===== src/rtl/spi_rx_fifo_pkg.sv =====
// Shared SPI master constants: word width, RX FIFO depth and pointer width,
// used by the receiver, the RX FIFO and the APB register block.
package spi_rx_fifo_pkg;

  localparam int unsigned SPI_DATA_WIDTH = 32;
  localparam int unsigned SPI_FIFO_DEPTH = 8;
  localparam int unsigned SPI_FIFO_PTR_W = $clog2(SPI_FIFO_DEPTH);

  // Per-cycle FIFO operation, encoded as {push, pop}.
  typedef enum logic [1:0] {
    FIFO_IDLE = 2'b00,
    FIFO_POP  = 2'b01,
    FIFO_PUSH = 2'b10,
    FIFO_BOTH = 2'b11
  } fifo_op_e;

endpackage


===== src/rtl/spi_rx_fifo_mem.sv =====
// DEPTH x DATA_WIDTH register array: one synchronous write port and one
// asynchronous read port. The array is deliberately not reset.
module spi_fifo_mem #(
  parameter int unsigned DATA_WIDTH = 32,
  parameter int unsigned DEPTH      = 8,
  parameter int unsigned ADDR_W     = $clog2(DEPTH)
) (
  input  logic                  clk_i,
  input  logic                  we_i,
  input  logic [ADDR_W-1:0]     waddr_i,
  input  logic [DATA_WIDTH-1:0] wdata_i,
  input  logic [ADDR_W-1:0]     raddr_i,
  output logic [DATA_WIDTH-1:0] rdata_o
);

  logic [DATA_WIDTH-1:0] mem_q [DEPTH];

  always_ff @(posedge clk_i) begin
    if (we_i) begin
      mem_q[waddr_i] <= wdata_i;
    end
  end

  assign rdata_o = mem_q[raddr_i];

endmodule


===== src/rtl/spi_rx_fifo.sv =====
// First-word-fall-through receive FIFO between the SPI receiver and the APB
// read path, with occupancy count and a registered threshold interrupt.
module spi_rx_fifo
  import spi_rx_fifo_pkg::*;
#(
  parameter int unsigned DATA_WIDTH = SPI_DATA_WIDTH,
  parameter int unsigned DEPTH      = SPI_FIFO_DEPTH,
  localparam int unsigned PTR_W     = $clog2(DEPTH),
  localparam int unsigned CNT_W     = PTR_W + 1
) (
  input  logic                  clk_i,
  input  logic                  rstn_i,
  input  logic                  clr_i,
  input  logic [DATA_WIDTH-1:0] data_i,
  input  logic                  valid_i,
  output logic                  ready_o,
  output logic [DATA_WIDTH-1:0] data_o,
  output logic                  valid_o,
  input  logic                  ready_i,
  output logic [CNT_W-1:0]      elements_o,
  input  logic [CNT_W-1:0]      thresh_i,
  output logic                  thresh_irq_o
);

  logic [PTR_W-1:0]      wr_ptr_q, wr_ptr_d;
  logic [PTR_W-1:0]      rd_ptr_q, rd_ptr_d;
  logic [CNT_W-1:0]      count_q, count_d;
  logic                  irq_q, irq_d;
  logic                  push, pop;
  logic [DATA_WIDTH-1:0] rd_data;
  fifo_op_e              op;

  assign ready_o = (count_q < CNT_W'(DEPTH));
  assign valid_o = (count_q != '0);
  assign push    = valid_i && ready_o;
  assign pop     = valid_o && ready_i;
  assign op      = fifo_op_e'({push, pop});

  always_comb begin
    wr_ptr_d = wr_ptr_q;
    rd_ptr_d = rd_ptr_q;
    count_d  = count_q;
    irq_d    = 1'b0;
    if (clr_i) begin
      wr_ptr_d = '0;
      rd_ptr_d = '0;
      count_d  = '0;
    end else begin
      unique case (op)
        FIFO_PUSH: begin
          wr_ptr_d = wr_ptr_q + 1'b1;
          count_d  = count_q + 1'b1;
        end
        FIFO_POP: begin
          rd_ptr_d = rd_ptr_q + 1'b1;
          count_d  = count_q - 1'b1;
        end
        FIFO_BOTH: begin
          wr_ptr_d = wr_ptr_q + 1'b1;
          rd_ptr_d = rd_ptr_q + 1'b1;
        end
        default: ;
      endcase
      // Compared against the next count so the flag moves with elements_o.
      irq_d = (count_d >= thresh_i) && (thresh_i != '0);
    end
  end

  always_ff @(posedge clk_i or negedge rstn_i) begin
    if (!rstn_i) begin
      wr_ptr_q <= '0;
      rd_ptr_q <= '0;
      count_q  <= '0;
      irq_q    <= 1'b0;
    end else begin
      wr_ptr_q <= wr_ptr_d;
      rd_ptr_q <= rd_ptr_d;
      count_q  <= count_d;
      irq_q    <= irq_d;
    end
  end

  spi_fifo_mem #(
    .DATA_WIDTH (DATA_WIDTH),
    .DEPTH      (DEPTH),
    .ADDR_W     (PTR_W)
  ) u_mem (
    .clk_i   (clk_i),
    .we_i    (push && !clr_i),
    .waddr_i (wr_ptr_q),
    .wdata_i (data_i),
    .raddr_i (rd_ptr_q),
    .rdata_o (rd_data)
  );

  // The array has no reset, so the head word is masked while empty.
  assign data_o       = valid_o ? rd_data : '0;
  assign elements_o   = count_q;
  assign thresh_irq_o = irq_q;

endmodule


===== config.mk =====
export PLATFORM = sky130hd
export DESIGN_NAME = spi_rx_fifo
export DESIGN_NICKNAME = d
export VERILOG_FILES = /design/src/rtl/spi_rx_fifo_pkg.sv /design/src/rtl/spi_rx_fifo_mem.sv /design/src/rtl/spi_rx_fifo.sv
export SDC_FILE = /design/constraint.sdc
export NUM_CORES = 1
export LEC_CHECK = 0
export BUFFER_PORTS_ARGS = -buffer_cell sky130_fd_sc_hd__buf_2
export CAP_MARGIN = 10
export CORE_AREA = 2 2 137 139
export CTS_BUF_LIST = sky130_fd_sc_hd__clkbuf_8 sky130_fd_sc_hd__clkbuf_16
export DETAILED_ROUTE_END_ITERATION = 10
export DIE_AREA = 0 0 139 141
export GPL_TIMING_DRIVEN = 0
export PLACE_DENSITY_LB_ADDON = 0.05
export SLEW_MARGIN = 15
export SYNTH_ARGS = -nofsm -noshare
export SYNTH_HDL_FRONTEND = slang
export SYNTH_SLANG_ARGS = --single-unit

===== constraint.sdc =====
create_clock -name clk_i -period 4.4 [get_ports clk_i]
set_input_delay 0.22 -clock clk_i [delete_from_list [all_inputs] [get_ports clk_i]]
set_output_delay 0.22 -clock clk_i [all_outputs]
set_load 0.05 [all_outputs]

# [Word level (Yosys, flattened, before mapping)]
# Memory sizes are Yosys's and may differ from the RTL's.
# Cells that the tools add are included.
[totals] reg_bits=11 latchBits=0 elab_cells=36 in_bits=41 memories=1 output_inout_bits=39 mem_bits_ro=0 ramBits=256
[classes] add_sub_neg=4 mux=11 div=0 magnitude_cmp=2 bitwise_logic=0 eq_ne=3 n_reduce_logical=11 multipliers=0 shifts=0
[memory_table] name="u_mem.mem_q" words=8 width=32 read_ports=1 rd_clocked_by_memory_dff=0 wr=1 line="spi_rx_fifo_mem.sv:16" text="logic [DATA_WIDTH-1:0] mem_q [DEPTH];"
[op_table] op="32-bit two-way mux" n=1
[op_table] op="3-bit two-way mux" n=4
[op_table] op="4-bit two-way mux" n=2
[op_table] op="4-bit one-hot mux with 2 select lines" n=1
[op_table] op="4-bit nonzero test" n=2
[op_table] op="3-bit by 1-bit adder with 3-bit output (second input constant)" n=2
[op_table] op="4-bit by 1-bit adder with 4-bit output (second input constant)" n=1
[op_table] op="2-bit equality test (second input constant)" n=2
[op_table] op="4-bit >= comparator" n=1
[op_table] op="1-bit logical AND" n=4
[op_table] op="4-bit < comparator (second input constant)" n=1
[op_table] op="2-bit nonzero test" n=2
[op_table] op="2-bit OR reduction" n=2
[op_table] op="4-bit by 1-bit subtractor with 4-bit output (second input constant)" n=1
[op_table] op="1-bit two-way mux" n=3
[op_table] op="2-bit by 1-bit equality test with 1-bit output (second input constant)" n=1
[op_table] op="1-bit logical NOT" n=1

# [Logic depth before layout (Yosys ltp)]
[depth] word_depth=8 mapped_depth=15 mapped_depth_nobuf=14

# [Modules after synthesis]
# A second synthesis with hierarchy kept.
[hier_totals] hier_cells=500 hier_area_um2=10790.3
[by_module_without_submodules] module="spi_fifo_mem" area_per_inst_um2=9825.7 cells_each=383 seq_area_each_um2=7687.4 n_inst=1
[by_module_without_submodules] module="spi_rx_fifo" area_per_inst_um2=964.7 cells_each=117 seq_area_each_um2=275.3 n_inst=1

# [Worst setup path before layout]
# OpenSTA, ideal clock, no wires.
[synth_timing] path_type="flip-flop to flip-flop" start="register count_q[3], in the netlist elements_o[3]" end="memory u_mem.mem_q[0][0], enable pin" t_arrival_ps=3579 path_buffers=1 period_less_slack_ps=4040 stages_incl_launch_ff=5 required_time_ps=3939 setup_time_ps=461 setup_slack_ps=360 cell_sequence="dfrtp_1 nand2b_1 clkbuf_1 or3_1 nor3_1"
[synth_between] elab_chain_cells=5
[synth_rtl] element="start: declaration" line="spi_rx_fifo.sv:27" text="logic [CNT_W-1:0] count_q, count_d;"
[synth_rtl] element="start signal: assignment" line="spi_rx_fifo.sv:78" text="count_q <= count_d;"
[synth_rtl] element="4-bit < comparator" line="spi_rx_fifo.sv:33" text="assign ready_o = (count_q < CNT_W'(DEPTH));"
[synth_rtl] element="1-bit logical AND" line="spi_rx_fifo.sv:35" text="assign push = valid_i && ready_o;"
[synth_rtl] element="1-bit logical AND" line="spi_rx_fifo.sv:89" text=".we_i (push && !clr_i),"
[synth_rtl] element="1-bit two-way mux" line="spi_rx_fifo_mem.sv:19" text="if (we_i) begin"
[synth_rtl] element="1-bit two-way mux (not written as such)" line="spi_rx_fifo_mem.sv:20" text="mem_q[waddr_i] <= wdata_i;"
[synth_rtl] element="end: declaration" line="spi_rx_fifo_mem.sv:16"
# No other way between the ends.

# [Worst setup path in the final report]
[layout_timing] start="register count_q[2], in the netlist elements_o[2]" end="register irq_q, in the netlist thresh_irq_o"
[layout_between] elab_chain_cells=8
[layout_rtl] element="4-bit < comparator or 4-bit nonzero test (tied branches)" line="spi_rx_fifo.sv:33, spi_rx_fifo.sv:34"
[layout_rtl] element="1-bit logical AND, on equally long branches" line="spi_rx_fifo.sv:35, spi_rx_fifo.sv:36"
[layout_rtl] element="2-bit by 1-bit equality test with 1-bit output or 2-bit equality test (tied branches)" line="spi_rx_fifo.sv:49" text="unique case (op)"
[layout_rtl] element="4-bit one-hot mux with 2 select lines (*)" line="spi_rx_fifo.sv:49"
[layout_rtl] element="4-bit two-way mux (*)" line="spi_rx_fifo.sv:44" text="if (clr_i) begin"
[layout_rtl] element="4-bit >= comparator (*)" line="spi_rx_fifo.sv:65" text="irq_d = (count_d >= thresh_i) && (thresh_i != '0);"
[layout_rtl] element="1-bit logical AND (*)" line="spi_rx_fifo.sv:65"
[layout_rtl] element="1-bit two-way mux (*)" line="spi_rx_fifo.sv:44"
[layout_rtl] element="net irq_d" line="spi_rx_fifo.sv:28" text="logic irq_q, irq_d;"
[layout_rtl] element="end signal: assignment" line="spi_rx_fifo.sv:79" text="irq_q <= irq_d;"
[layout_rtl] element="end: declaration" line="spi_rx_fifo.sv:28"
# Mark *: on every way through the listed nets, which the timed path passes. The rest lies on a longest branch. The select of a mux whose other input is x is not followed.
# A chain may end at the register's enable or synchronous reset.

==> impl_metrics.tcl <==
set metrics [dict create \
    status "complete, no violations" \
    stdcell_count 907 \
    synth_seq_cells 267 \
    hold_viol_final 0 \
    final_layout_size_suffix_gt1_frac 0.342 \
    synthTopCellsByCount "edfxtp_1 (256), mux4_2 (64), nor2_1 (52), mux2i_1 (34), buf_2 (12)" \
    via_count 5114 \
    synth_top_area_frac 0.732 \
    ant_nets 0 \
    clkTransAtPathRegs_ps 60 \
    vias_per_cell 5.64 \
    dieArea_sq_um 19600 \
    fp.dieW_microns 139 \
    dr.first_iter.drc_count 284 \
    design.core.area_sq_um 18300 \
    max_stage_delay_ps 460 \
    critPathSlowestCell "dfrtp_1" \
    io_pins 80 \
    finalCoreUtilization 0.693 \
    syn-num-nets 545 \
    cts_htree_levels 1 \
    cellPowerDensity_nw_per_um2 564 \
    numCtsBuffers 27 \
    post-cts-setup-buffers 0 \
    worstMarginPinSlew_ps 854 \
    drc_errors 0 \
    power_leakage_nw 4.29 \
    cts-root-buf "clkbuf_16" \
    synth_top_cell_by_area "edfxtp_1" \
    switchingPower_mw 2.35 \
    area_growth_pct 20.5 \
    relSlewSlack 0.427 \
    reg2reg_slack_ps 1200 \
    grt_overflow 0 \
    pwr-share-seq 0.407 \
    reg2reg_to "thresh_irq_o" \
    crit_family "simple AND/OR/NAND/NOR gates" \
    power_frac_clock 0.299 \
    wire_per_inst_microns 22.6 \
    fin_ws_ps 1200 \
    track_usage 0.216 \
    power.internal_mw 4.78 \
    dp.cells 825 \
    hold_class "in2reg" \
    netlist_top_cells_area "edfxtp_1 (73%), mux4_2 (14%), mux2i_1 (3.2%), dfrtp_1 (2.6%), nor2_1 (1.9%)" \
    wirelength_mm 20.5 \
    fin_tns_setup_ps 0 \
    crit_arrival_ps 3610 \
    max_cap_violations 0 \
    synth_area_per_cell_sq_um 21.2 \
    crit-reg2reg-launch "elements_o[2]" \
    timing.final.crit_share 0.728 \
    synth_edf_count 256 \
    dpl-instance-area_sq_um 11500 \
    path_class "reg2reg" \
    hold_end "elements_o[3]" \
    cts_tree "yes" \
    start_util 0.575 \
    post-place-ws_ps 1240 \
    ys_types 31 \
    holdPathStages 3 \
    clock.fmax_ghz 0.312 \
    synth.yosys.warnings 0 \
    drtPass1Iterations 7 \
    fillers 1210 \
    synthMostInstantiatedCell "edfxtp_1" \
    clk_path_buf_depth 3 \
    clock_sinks 267 \
    antenna_cells 0 \
    die_h_microns 141 \
    detailed_place_hpwl_mm 12.9 \
    sw_frac_of_total 0.329 \
    pwr-share-comb 0.294 \
    clk-insertion-delay-late_ps 530 \
    irDropWorstVdd_mv 0.393 \
    min_period_ps 3200 \
    finalSetupViolations 0 \
    fin_nets 703 \
    design_area_sq_um 12700 \
    grt_pass1_vias 5465 \
    rows 50 \
    grt_max_degree 22 \
    r2r.worst_path.cells 13 \
    synth_cells 495 \
    endpoint_kind "register" \
    cp-start-kind "register" \
    finClkSkew_ps 9.97 \
    grt_pass1_wl_mm 31.7 \
    critical_path_buf_inv_count 2 \
    rsz0062_at_grt "false" \
    synth_area_sq_um 10500 \
    hp-start "clr_i" \
    path_max_fanout 7 \
    gp_congestion 0.762 \
    worstPathCellList "or2_4 > nor3_4 > inv_2 > and2_4 > buf_6 > ha_1 > xor2_1 > ha_1 > mux2_2 > ha_1 > a21boi_0 > o21ai_0 > a21oi_1" \
    antenna_found_initial 0 \
    maxSlewViolCount 0 \
    io_buffers 79 \
    cp_common_cell "ha_1" \
    ys.flop_type "edfxtp_1" \
    crit_required_ps 4800 \
    async_reset_ff_frac 0.0412 \
    ys_seq_area_frac 0.759 \
]
power groups by stage:
| stage | Sequential (mW) | Clock (mW) | Combinational, mW |
|---|---|---|---|
| global placement | 2.96 | 0 | 2.04 |
| floorplan | 3.00 | 0 | 1.53 |
| CTS | 2.90 | 2.17 | 2.13 |
| global route | 2.91 | 2.26 | 2.24 |
| finish | 2.90 | 2.13 | 2.10 |
| detailed placement | 2.96 | 0 | 2.10 |
worst register-to-register path, cell delays in order, from the launching register on:
cell      delay [ps]
dfrtp_1          460
or2_4            290
nor3_4           340
inv_2            100
and2_4           180
buf_6            120
ha_1             250
xor2_1           170
ha_1             280
mux2_2           270
ha_1             270
a21boi_0         120
o21ai_0          160
a21oi_1           90
kinds of logic after synthesis:
kind of cell,after synthesis,share of synthesized area
AND/OR/NAND/NOR,72,0.0312
adder cells (fa/ha/maj),9,0.0107
XOR/XNOR,9,0.00751
AO/OA/AOI/OAI,7,0.00382
multiplexers,101,0.173
flip-flops,267,0.759
buffers and inverters,30,0.0150
layout by cell type, fill, tap and decap left out, types with 3 or more instances in the layout:
master and n:
a21oi_1 3, buf_12 5, buf_2 91, buf_4 11, buf_6 6, clkbuf_1 5, clkbuf_16 27, clkinv_1 7
clkinv_2 4, dfrtp_1 11, dlygate4sd3_1 33, edfxtp_1 256, ha_1 9, inv_1 10, mux2i_1 34, mux4_2 64
nand2_1 3, nand2b_1 4, nor2_1 46, nor2_4 6, xnor2_1 4, xor2_1 5
stage by stage:
| stage | power (mW) | hold slack (ps) |
|---|---|---|
| floorplan | 4.53 | -75.6 |
| global placement | 5.00 | 109 |
| detailed placement | 5.05 | 115 |
| CTS | 7.20 | 54.1 |
| global route | 7.41 | 85.1 |
| finish | 7.13 | 68.7 |
timing repair:
action                     CTS  global route
setup endpoints to repair    0             0
hold buffers                33             0
resized for setup            0             0
hold endpoints to repair   267             0
per-layer routing:
| metal | wire [microns] | global-route usage |
|---|---|---|
| met4 | 344 | 0.0526 |
| met3 | 976 | 0.0285 |
| met1 | 8570 | 0.297 |
| met5 | 0 | 0 |
| met2 | 10600 | 0.375 |
flip-flops by register name, summed over array words and instances, names as in the netlist:
name,count
elements_o,4
rd_ptr_q,3
thresh_irq_o,1
u_mem.mem_q,256
wr_ptr_q,3
area by class of cell:
class,count,area (sq um),share of cell area
Buffer,24,135,0.0107
Clock buffer,27,676,0.0534
Multi-Input combinational cell,198,2430,0.192
Tap cell,234,293,0.0231
Clock inverter,22,158,0.0125
Sequential cell,267,7960,0.629
Timing Repair Buffer,129,975,0.0770
Inverter,6,22.5,0.00178
worst max-delay path by stage:
stage | start | to | slack, ps | cells past startpoint
floorplan | elements_o[3] | u_mem.mem_q[0][0] | 360 | 4
global placement | elements_o[3] | u_mem.mem_q[0][14] | -2050 | 4
detailed placement | elements_o[2] | thresh_irq_o | 1240 | 13
CTS | elements_o[2] | thresh_irq_o | 1210 | 13
global route | elements_o[2] | thresh_irq_o | 1040 | 15
finish | elements_o[2] | thresh_irq_o | 1200 | 13
Power figures use the tool's default switching activity.
